File: src/rtl/nibble_serial_adder_311_pkg.sv
// Shared definitions for the nibble-serial adder: slice width and controller states.
package nibble_serial_adder_311_pkg;

    localparam int unsigned NIBBLE = 4;

    typedef enum logic [1:0] {
        IDLE = 2'd0,
        RUN  = 2'd1,
        DONE = 2'd2
    } state_t;

endpackage

File: src/rtl/nibble_serial_adder_311_nibble_add.sv
// 4-bit ripple-carry adder built from full-adder cells, shared by every
// nibble of a serial operation.
module fa_311 (
    input  logic a,
    input  logic b,
    input  logic cin,
    output logic s,
    output logic cout
);
    assign s    = a ^ b ^ cin;
    assign cout = (a & b) | (cin & (a ^ b));
endmodule

module nibble_add_311
    import nibble_serial_adder_311_pkg::*;
(
    input  logic [NIBBLE-1:0] a,
    input  logic [NIBBLE-1:0] b,
    input  logic              cin,
    output logic [NIBBLE-1:0] s,
    output logic              cout
);
    logic [NIBBLE:0] w_c;

    assign w_c[0] = cin;

    for (genvar i = 0; i < NIBBLE; i++) begin : g_fa
        fa_311 u_fa (
            .a    (a[i]),
            .b    (b[i]),
            .cin  (w_c[i]),
            .s    (s[i]),
            .cout (w_c[i+1])
        );
    end

    assign cout = w_c[NIBBLE];
endmodule

File: src/rtl/nibble_serial_adder_311.sv
// Multi-nibble adder/subtractor: one 4-bit slice per cycle through a shared
// ripple adder, carry held in a register, valid/ready on both sides.
module nibble_serial_adder_311
    import nibble_serial_adder_311_pkg::*;
#(
    parameter int unsigned NIBBLES = 4,
    parameter int unsigned W       = 4 * NIBBLES
) (
    input  logic         clk,
    input  logic         rst,
    input  logic         in_valid,
    output logic         in_ready,
    input  logic [W-1:0] a,
    input  logic [W-1:0] b,
    input  logic         cin,
    input  logic         sub,
    output logic         out_valid,
    input  logic         out_ready,
    output logic [W-1:0] s_311,
    output logic         cout_311,
    output logic         ovf,
    output logic         busy
);
    localparam int unsigned CW = $clog2(NIBBLES) + 1;
    localparam logic [CW-1:0] LAST = CW'(NIBBLES - 1);

    state_t          r_state;
    logic [CW-1:0]   r_cnt;
    logic [W-1:0]    r_a;
    logic [W-1:0]    r_b;
    logic            r_carry;
    logic            r_a_sign;
    logic            r_b_sign;
    logic [W-1:0]    r_shift;
    logic [W-1:0]    r_sum;
    logic            r_cout;
    logic            r_ovf;

    logic [NIBBLE-1:0] w_nib;
    logic              w_nib_c;
    logic [W-1:0]      w_shift_next;

    nibble_add_311 u_nibble_add (
        .a    (r_a[NIBBLE-1:0]),
        .b    (r_b[NIBBLE-1:0]),
        .cin  (r_carry),
        .s    (w_nib),
        .cout (w_nib_c)
    );

    // New nibble enters at the top; after NIBBLES shifts the LSB nibble sits at [3:0].
    assign w_shift_next = W'({w_nib, r_shift} >> NIBBLE);

    always_ff @(posedge clk or posedge rst) begin
        if (rst) begin
            r_state  <= IDLE;
            r_cnt    <= '0;
            r_a      <= '0;
            r_b      <= '0;
            r_carry  <= 1'b0;
            r_a_sign <= 1'b0;
            r_b_sign <= 1'b0;
            r_shift  <= '0;
            r_sum    <= '0;
            r_cout   <= 1'b0;
            r_ovf    <= 1'b0;
        end else begin
            unique case (r_state)
                IDLE: begin
                    if (in_valid) begin
                        r_a      <= a;
                        r_b      <= sub ? ~b : b;
                        r_carry  <= sub ? 1'b1 : cin;
                        r_a_sign <= a[W-1];
                        r_b_sign <= sub ? ~b[W-1] : b[W-1];
                        r_cnt    <= '0;
                        r_state  <= RUN;
                    end
                end
                RUN: begin
                    r_shift <= w_shift_next;
                    r_a     <= r_a >> NIBBLE;
                    r_b     <= r_b >> NIBBLE;
                    r_carry <= w_nib_c;
                    r_cnt   <= r_cnt + 1'b1;
                    if (r_cnt == LAST) begin
                        r_sum   <= w_shift_next;
                        r_cout  <= w_nib_c;
                        r_ovf   <= (r_a_sign == r_b_sign) && (w_nib[NIBBLE-1] != r_a_sign);
                        r_state <= DONE;
                    end
                end
                DONE: begin
                    if (out_ready) begin
                        r_state <= IDLE;
                    end
                end
                default: r_state <= IDLE;
            endcase
        end
    end

    assign in_ready  = (r_state == IDLE);
    assign busy      = (r_state == RUN);
    assign out_valid = (r_state == DONE);
    assign s_311     = r_sum;
    assign cout_311  = r_cout;
    assign ovf       = r_ovf;
endmodule
File: config.mk
export PLATFORM = sky130hd
export DESIGN_NAME = nibble_serial_adder_311
export DESIGN_NICKNAME = d
export VERILOG_FILES = /design/src/rtl/nibble_serial_adder_311_pkg.sv /design/src/rtl/nibble_serial_adder_311_nibble_add.sv /design/src/rtl/nibble_serial_adder_311.sv
export SDC_FILE = /design/constraint.sdc
export NUM_CORES = 1
export LEC_CHECK = 0
export CAP_MARGIN = 40
export CORE_UTILIZATION = 47
export DETAILED_ROUTE_END_ITERATION = 12
export GPL_TIMING_DRIVEN = 0
export PLACE_DENSITY = 0.88
export SKIP_LAST_GASP = 1
export SYNTH_ARGS = -nofsm -noshare
export SYNTH_HDL_FRONTEND = slang
export SYNTH_SLANG_ARGS = --single-unit
File: constraint.sdc
create_clock -name clk -period 2.15 [get_ports clk]
set_clock_uncertainty 0.05 [all_clocks]
set_input_delay 0.43 -clock clk [delete_from_list [all_inputs] [get_ports clk]]
set_output_delay 0.43 -clock clk [all_outputs]
set_load 0.01 [all_outputs]
; Word-level counts from Yosys, hierarchy flattened
; Index checks and enable logic that the tools add are counted.
[classes]
n_addsub = 1
eq_ne = 8
mux = 15
bitwise_logic = 22
reduce_logical = 7
[op_table]
columns = op, n
row1 = one-hot mux 16 bit (2 select lines), 2
row2 = two-way mux 16 bit, 3
row3 = NOT 16 bit, 1
row4 = AND 1 bit, 8
row5 = XOR 1 bit, 8
row6 = two-way mux 2 bit, 3
row7 = one-hot mux 2 bit (3 select lines), 1
row8 = one-hot mux 3 bit (2 select lines), 1
row9 = AND reduction 2 bit, 3
row10 = "inequality test 2 x 1 -> 1 bit, second input constant", 2
row11 = OR 1 bit, 4
row12 = "adder 3 x 1 -> 3 bit, second input constant", 1
row13 = "equality test 3 x 2 -> 1 bit, second input constant", 1
row14 = two-way mux 1 bit, 3
row15 = two-way mux 3 bit, 1
row16 = AND reduction 3 bit, 1
row17 = "equality test 2 x 1 -> 1 bit, second input constant", 1
row18 = "equality test 2 bit, second input constant", 1
row19 = zero test 2 bit, 1
row20 = "inequality test 2 bit, second input constant", 1
row21 = one-hot mux 1 bit (2 select lines), 1
row22 = nonzero test 2 bit, 1
row23 = equality test 1 bit, 1
row24 = logical AND 1 bit, 1
row25 = 2 further kinds, 2
[totals]
register_bits = 74
input_bits = 38
output_inout_bits = 21
word_cells = 64

; Longest topological paths before layout
[depth]
word_depth = 10
mapped_depth = 10
mapped_depth_nobuf = 10

; By module
; Synthesis repeated with hierarchy kept, for this count alone.
[unflattened]
cells_unflattened = 289
area_unflattened_um2 = 3118.0
[modules_own_cells]
columns = mod, instances, cells_each, area_per_inst_um2, seq_area_each_um2
row1 = nibble_serial_adder_311, 1, 285, 3037.9, 1751.7
row2 = fa_311, 4, 1, 20.0, 0.0

; Least setup slack after synthesis
; No wires, ideal clock.
[synth_timing]
kind = register to register
startpoint = reg r_carry
endpoint = reg r_ovf, in the netlist ovf
setup_ns = 0.128
arrival_time_ns = 2.200
t_required_ns = 1.972
setup_slack_ns = -0.227
path_stages_with_launch = 11
n_path_buf = 0
period_less_slack_ns = 2.377
cell_sequence = dfrtp_1 -> inv_1 -> fa_1 -> inv_1 -> fa_1 -> fa_1 -> inv_1 -> fa_1 -> and3_1 -> nor2_1 -> o21ai_0
[synth_via]
elab_chain_cells = 9
[synth_lines]
columns = item, line
row1 = "start, declared", nibble_serial_adder_311.sv:31  ; logic r_carry;
row2 = "start signal, assigned", nibble_serial_adder_311.sv:73  ; r_carry <= sub ? 1'b1 : cin;
row3 = "start signal, assigned", nibble_serial_adder_311.sv:84  ; r_carry <= w_nib_c;
row4 = AND 1 bit, nibble_serial_adder_311_nibble_add.sv:11  ; assign cout = (a & b) | (cin & (a ^ b));
row5 = OR 1 bit, nibble_serial_adder_311_nibble_add.sv:11
row6 = AND 1 bit, nibble_serial_adder_311_nibble_add.sv:11
row7 = OR 1 bit, nibble_serial_adder_311_nibble_add.sv:11
row8 = AND 1 bit, nibble_serial_adder_311_nibble_add.sv:11
row9 = OR 1 bit, nibble_serial_adder_311_nibble_add.sv:11
row10 = XOR 1 bit, nibble_serial_adder_311_nibble_add.sv:10  ; assign s = a ^ b ^ cin;
row11 = inequality test 1 bit, nibble_serial_adder_311.sv:89  ; r_ovf <= (r_a_sign == r_b_sign) && (w_nib[NIBBLE-1] != r_a_sign);
row12 = logical AND 1 bit, nibble_serial_adder_311.sv:89
row13 = "end signal, assigned", nibble_serial_adder_311.sv:89
row14 = "end, declared", nibble_serial_adder_311.sv:37  ; logic r_ovf;
; No other way between the ends.
; A chain may end at the register's enable or synchronous reset.

; Worst setup path in the final report
[layout_timing]
startpoint = reg r_a[0]
endpoint = reg r_ovf, in the netlist ovf
[layout_via]
elab_chain_cells = 10
word_cells_on_any_way = 11
classes_between = eq/ne: 1 / bitwise: 9 / reduce/logical: 1
[layout_lines]
columns = item, line
row1 = "start, declared", nibble_serial_adder_311.sv:29  ; logic [W-1:0] r_a;
row2 = "start signal, assigned", nibble_serial_adder_311.sv:82  ; r_a <= r_a >> NIBBLE;
row3 = XOR 1 bit, nibble_serial_adder_311_nibble_add.sv:11
row4 = AND 1 bit, nibble_serial_adder_311_nibble_add.sv:11
row5 = OR 1 bit (*), nibble_serial_adder_311_nibble_add.sv:11
row6 = AND 1 bit (*), nibble_serial_adder_311_nibble_add.sv:11
row7 = OR 1 bit (*), nibble_serial_adder_311_nibble_add.sv:11
row8 = AND 1 bit (*), nibble_serial_adder_311_nibble_add.sv:11
row9 = OR 1 bit (*), nibble_serial_adder_311_nibble_add.sv:11
row10 = XOR 1 bit (*), nibble_serial_adder_311_nibble_add.sv:10
row11 = inequality test 1 bit (*), nibble_serial_adder_311.sv:89
row12 = logical AND 1 bit (*), nibble_serial_adder_311.sv:89
; Every way passes the cells marked *; elsewhere a longest branch is shown, timed or not.

==> summary.txt <==
Placed Cells - 449
Placer Congestion - 0.8061
Layout Nets - 431
maximum clock frequency - 416.4 MHz
Yosys warning total - 0
CP required - 2.32 ns
Synth Cell Area - 3262 um2
clk slew on worst S/H paths - 0.07 ns
placed wire-length estimate - 5.430 mm
Synthesized Nets - 358
Crit-path slowest cell - fa_2
WL final - 7.592 mm
final hold slack - 0.4232 ns
crit path cell chain - inv_2 > fa_1 > inv_1 > fa_2 > fa_2 > inv_2 > fa_2 > and3_1 > nor2_1 > o21ai_1
setup ws final - -0.2516 ns
worst rel slew slack - 51.34%
Hold Violations, Final - 0
ANT cells - 0
synthesized area per cell - 10.39 um2
commonest cells after routing, fill and taps aside - dfrtp_1, nand2_1, clkdlybuf4s50_1
unrepaired setup endpoints after global routing - yes
CP arrival - 2.58 ns
LEAKAGE - 1.930 nW
failing checks - negative setup slack
critical path capture point type - register
CTS Buffer Depth - 2
synth unique cells - 31
Mapped Cells - 314
top cells by area, synth - dfrtp_1, nand2_1, a22oi_1, mux2_2, o21ai_0
largest area contributor in the netlist - dfrtp_1
overall routing resource usage - 23.41%
fraction of layout cells with a size suffix above 1 - 16.07%
die area - 7277 um2
share of the yosys chip area belonging to registers - 53.70%
largest net degree at the start of global routing - 40
Synth top area share - 53.70%
Post-DP Area - 3958 um2
Final period util - 111.7%
Via Count - 2652
Setup crit start kind - register
Final Cell Area - 4235 um2
critical path type - reg -> reg
drt first pass iters - 4
WL/cell - 16.19 um
PortBufs - 57
worst-path fanout max - 4
power per cell area - 1418 nW/um2
Slew Viols, Final - 0
# hold bufs at CTS - 0
Num CTS Buffers - 9
Worst-Margin Slew - 0.7268 ns
Die Wd - 85.31 um
most used cell, CP - fa_2
total congestion overflow - 0
starting density of the core - 49.94%
commonest non-fill, non-tap cell in the layout - dfrtp_1
Skew-Pair Late Insertion Delay - 0.34 ns
synthesized flop and latch total - 70
H-tree levels - 3
VDD IR max - 0.0005142 V
routed vias/inst - 5.655
Clock Sinks - 70
Worst Hold Class - reg -> reg
vias in the first global route - 2706
status - finished with violations
crit-path max cell delay - 0.46 ns
die height - 85.31 um
clock root cell - clkbuf_8
final setup violation count - 3
Final min period - 2.402 ns
CTS tree - done
Max-cap violations - 0
Core ar. - 6531 um2
post-route ant nets - 0
site row count - 29
first-pass GRT wire length - 12.99 mm
Iter 0 DRT Violations - 195
DR DRC count - 0
Final Non-Filler Cells - 469
Area Overhead vs Synth - 29.84%
I/O Pins - 59
number of antenna violations at the first check in global routing - 0
==> logic make-up after synthesis <==
family	share of synthesized area [%]
and+or+nand+nor	12.62
buffers and inverters	5.408
xor gates and xnor gates	4.296
adders and majority gates	3.222
AOI/OAI and AO/OA	15.92
muxes	4.833
DFF	53.70
==> where the power goes <==
part | internal, mW | switching (mW)
sequential | 1.89 | 0.376
clock | 0.682 | 0.480
combinational | 1.23 | 1.35
total | 3.80 | 2.20
==> cell type report <==
type                            instances  area (um2)
Fill cell                             510        2296
Sequential cell                        70        1752
Tap cell                               77       96.34
Timing Repair Buffer                   63       628.1
Multi-Input combinational cell        206        1350
Clock inverter                          4       70.07
Clock buffer                           12       145.1
Inverter                               16       68.82
Buffer                                 21       125.1
==> cell usage after synthesis <==
master,n
a2bb2oi_1,2
o221ai_1,1
ha_1,2
nor2b_1,12
mux2_2,14
buf_4,1
dfrtp_1,70
a22oi_1,23
nand2_1,58
buf_6,2
o32ai_1,6
o21ai_0,28
buf_1,1
inv_1,15
xor2_1,6
or3b_4,1
inv_2,1
a221o_1,6
o21a_1,1
nor3_1,1
nand2b_1,2
and3_1,1
buf_2,12
nand3_1,9
xnor2_1,10
a21oi_1,12
nand3b_1,1
nor2_1,5
clkbuf_1,6
fa_1,4
nor3b_2,1
==> state kept, by name (all words and copies together), names as in the netlist <==
name,count
r_state,2
ovf,1
r_carry,1
r_a,16
s_311,16
cout_311,1
r_cnt,3
r_b_sign,1
r_shift,12
r_b,16
r_a_sign,1
==> path summary, 6_finish.rpt <==
check	slack, ns	endpoint	start	cells past startpoint
min in group asynchronous	0.48	s_311[7]	rst	2
max in group asynchronous	0.94	r_b[11]	rst	3
setup / recovery	-0.25	ovf	r_a[0]	10
hold reg to reg	0.42	r_shift[6]	r_shift[6]	2
setup reg to reg	-0.25	ovf	r_a[0]	10
hold / removal	0.42	r_shift[6]	r_shift[6]	2
==> critical path: cells and delay by family (launching register included) <==
family,cells,cell delay (ns)
AO/OA/AOI/OAI,1,0.06
adder cells (fa/ha/maj),4,1.30
buffers and inverters,3,0.21
flip-flops,1,0.40
AND/OR/NAND/NOR,2,0.25
==> per-stage QoR <==
| step | utilization [%] | setup WS, ns | total power [mW] | setup TNS (ns) |
|---|---|---|---|---|
| finish | 64.85 | -0.2516 | 6.007 | -0.4754 |
| global route | 64.85 | -0.3496 | 6.437 | -0.7274 |
| CTS | 64.27 | -0.2419 | 5.932 | -0.6663 |
| detailed placement | 60.59 | -0.2770 | 4.724 | -0.7588 |
| global placement | 60.29 | -0.2413 | 4.562 | -0.5181 |
| floorplan | - | -0.1102 | 3.766 | -0.1102 |
==> per-layer routing <==
| layer | GRT usage, % | vias up | part of all wire [%] |
|---|---|---|---|
| li1 | - | 1226 | - |
| met1 | 30.30 | 1301 | 42 |
| met2 | 38.42 | 107 | 50 |
| met3 | 4.767 | 18 | 5.5 |
| met4 | 10.30 | 0 | 2.1 |
| met5 | 0 | - | 0 |
==> timing repair <==
action / in CTS / in global routing
resized for setup: 11 / 6
buffers inserted: 2 / 3
pin swaps: 1 / 1
cloned: 0 / 0
endpoints found under the setup margin: 7 / 6
Power figures use the tool's default switching activity.
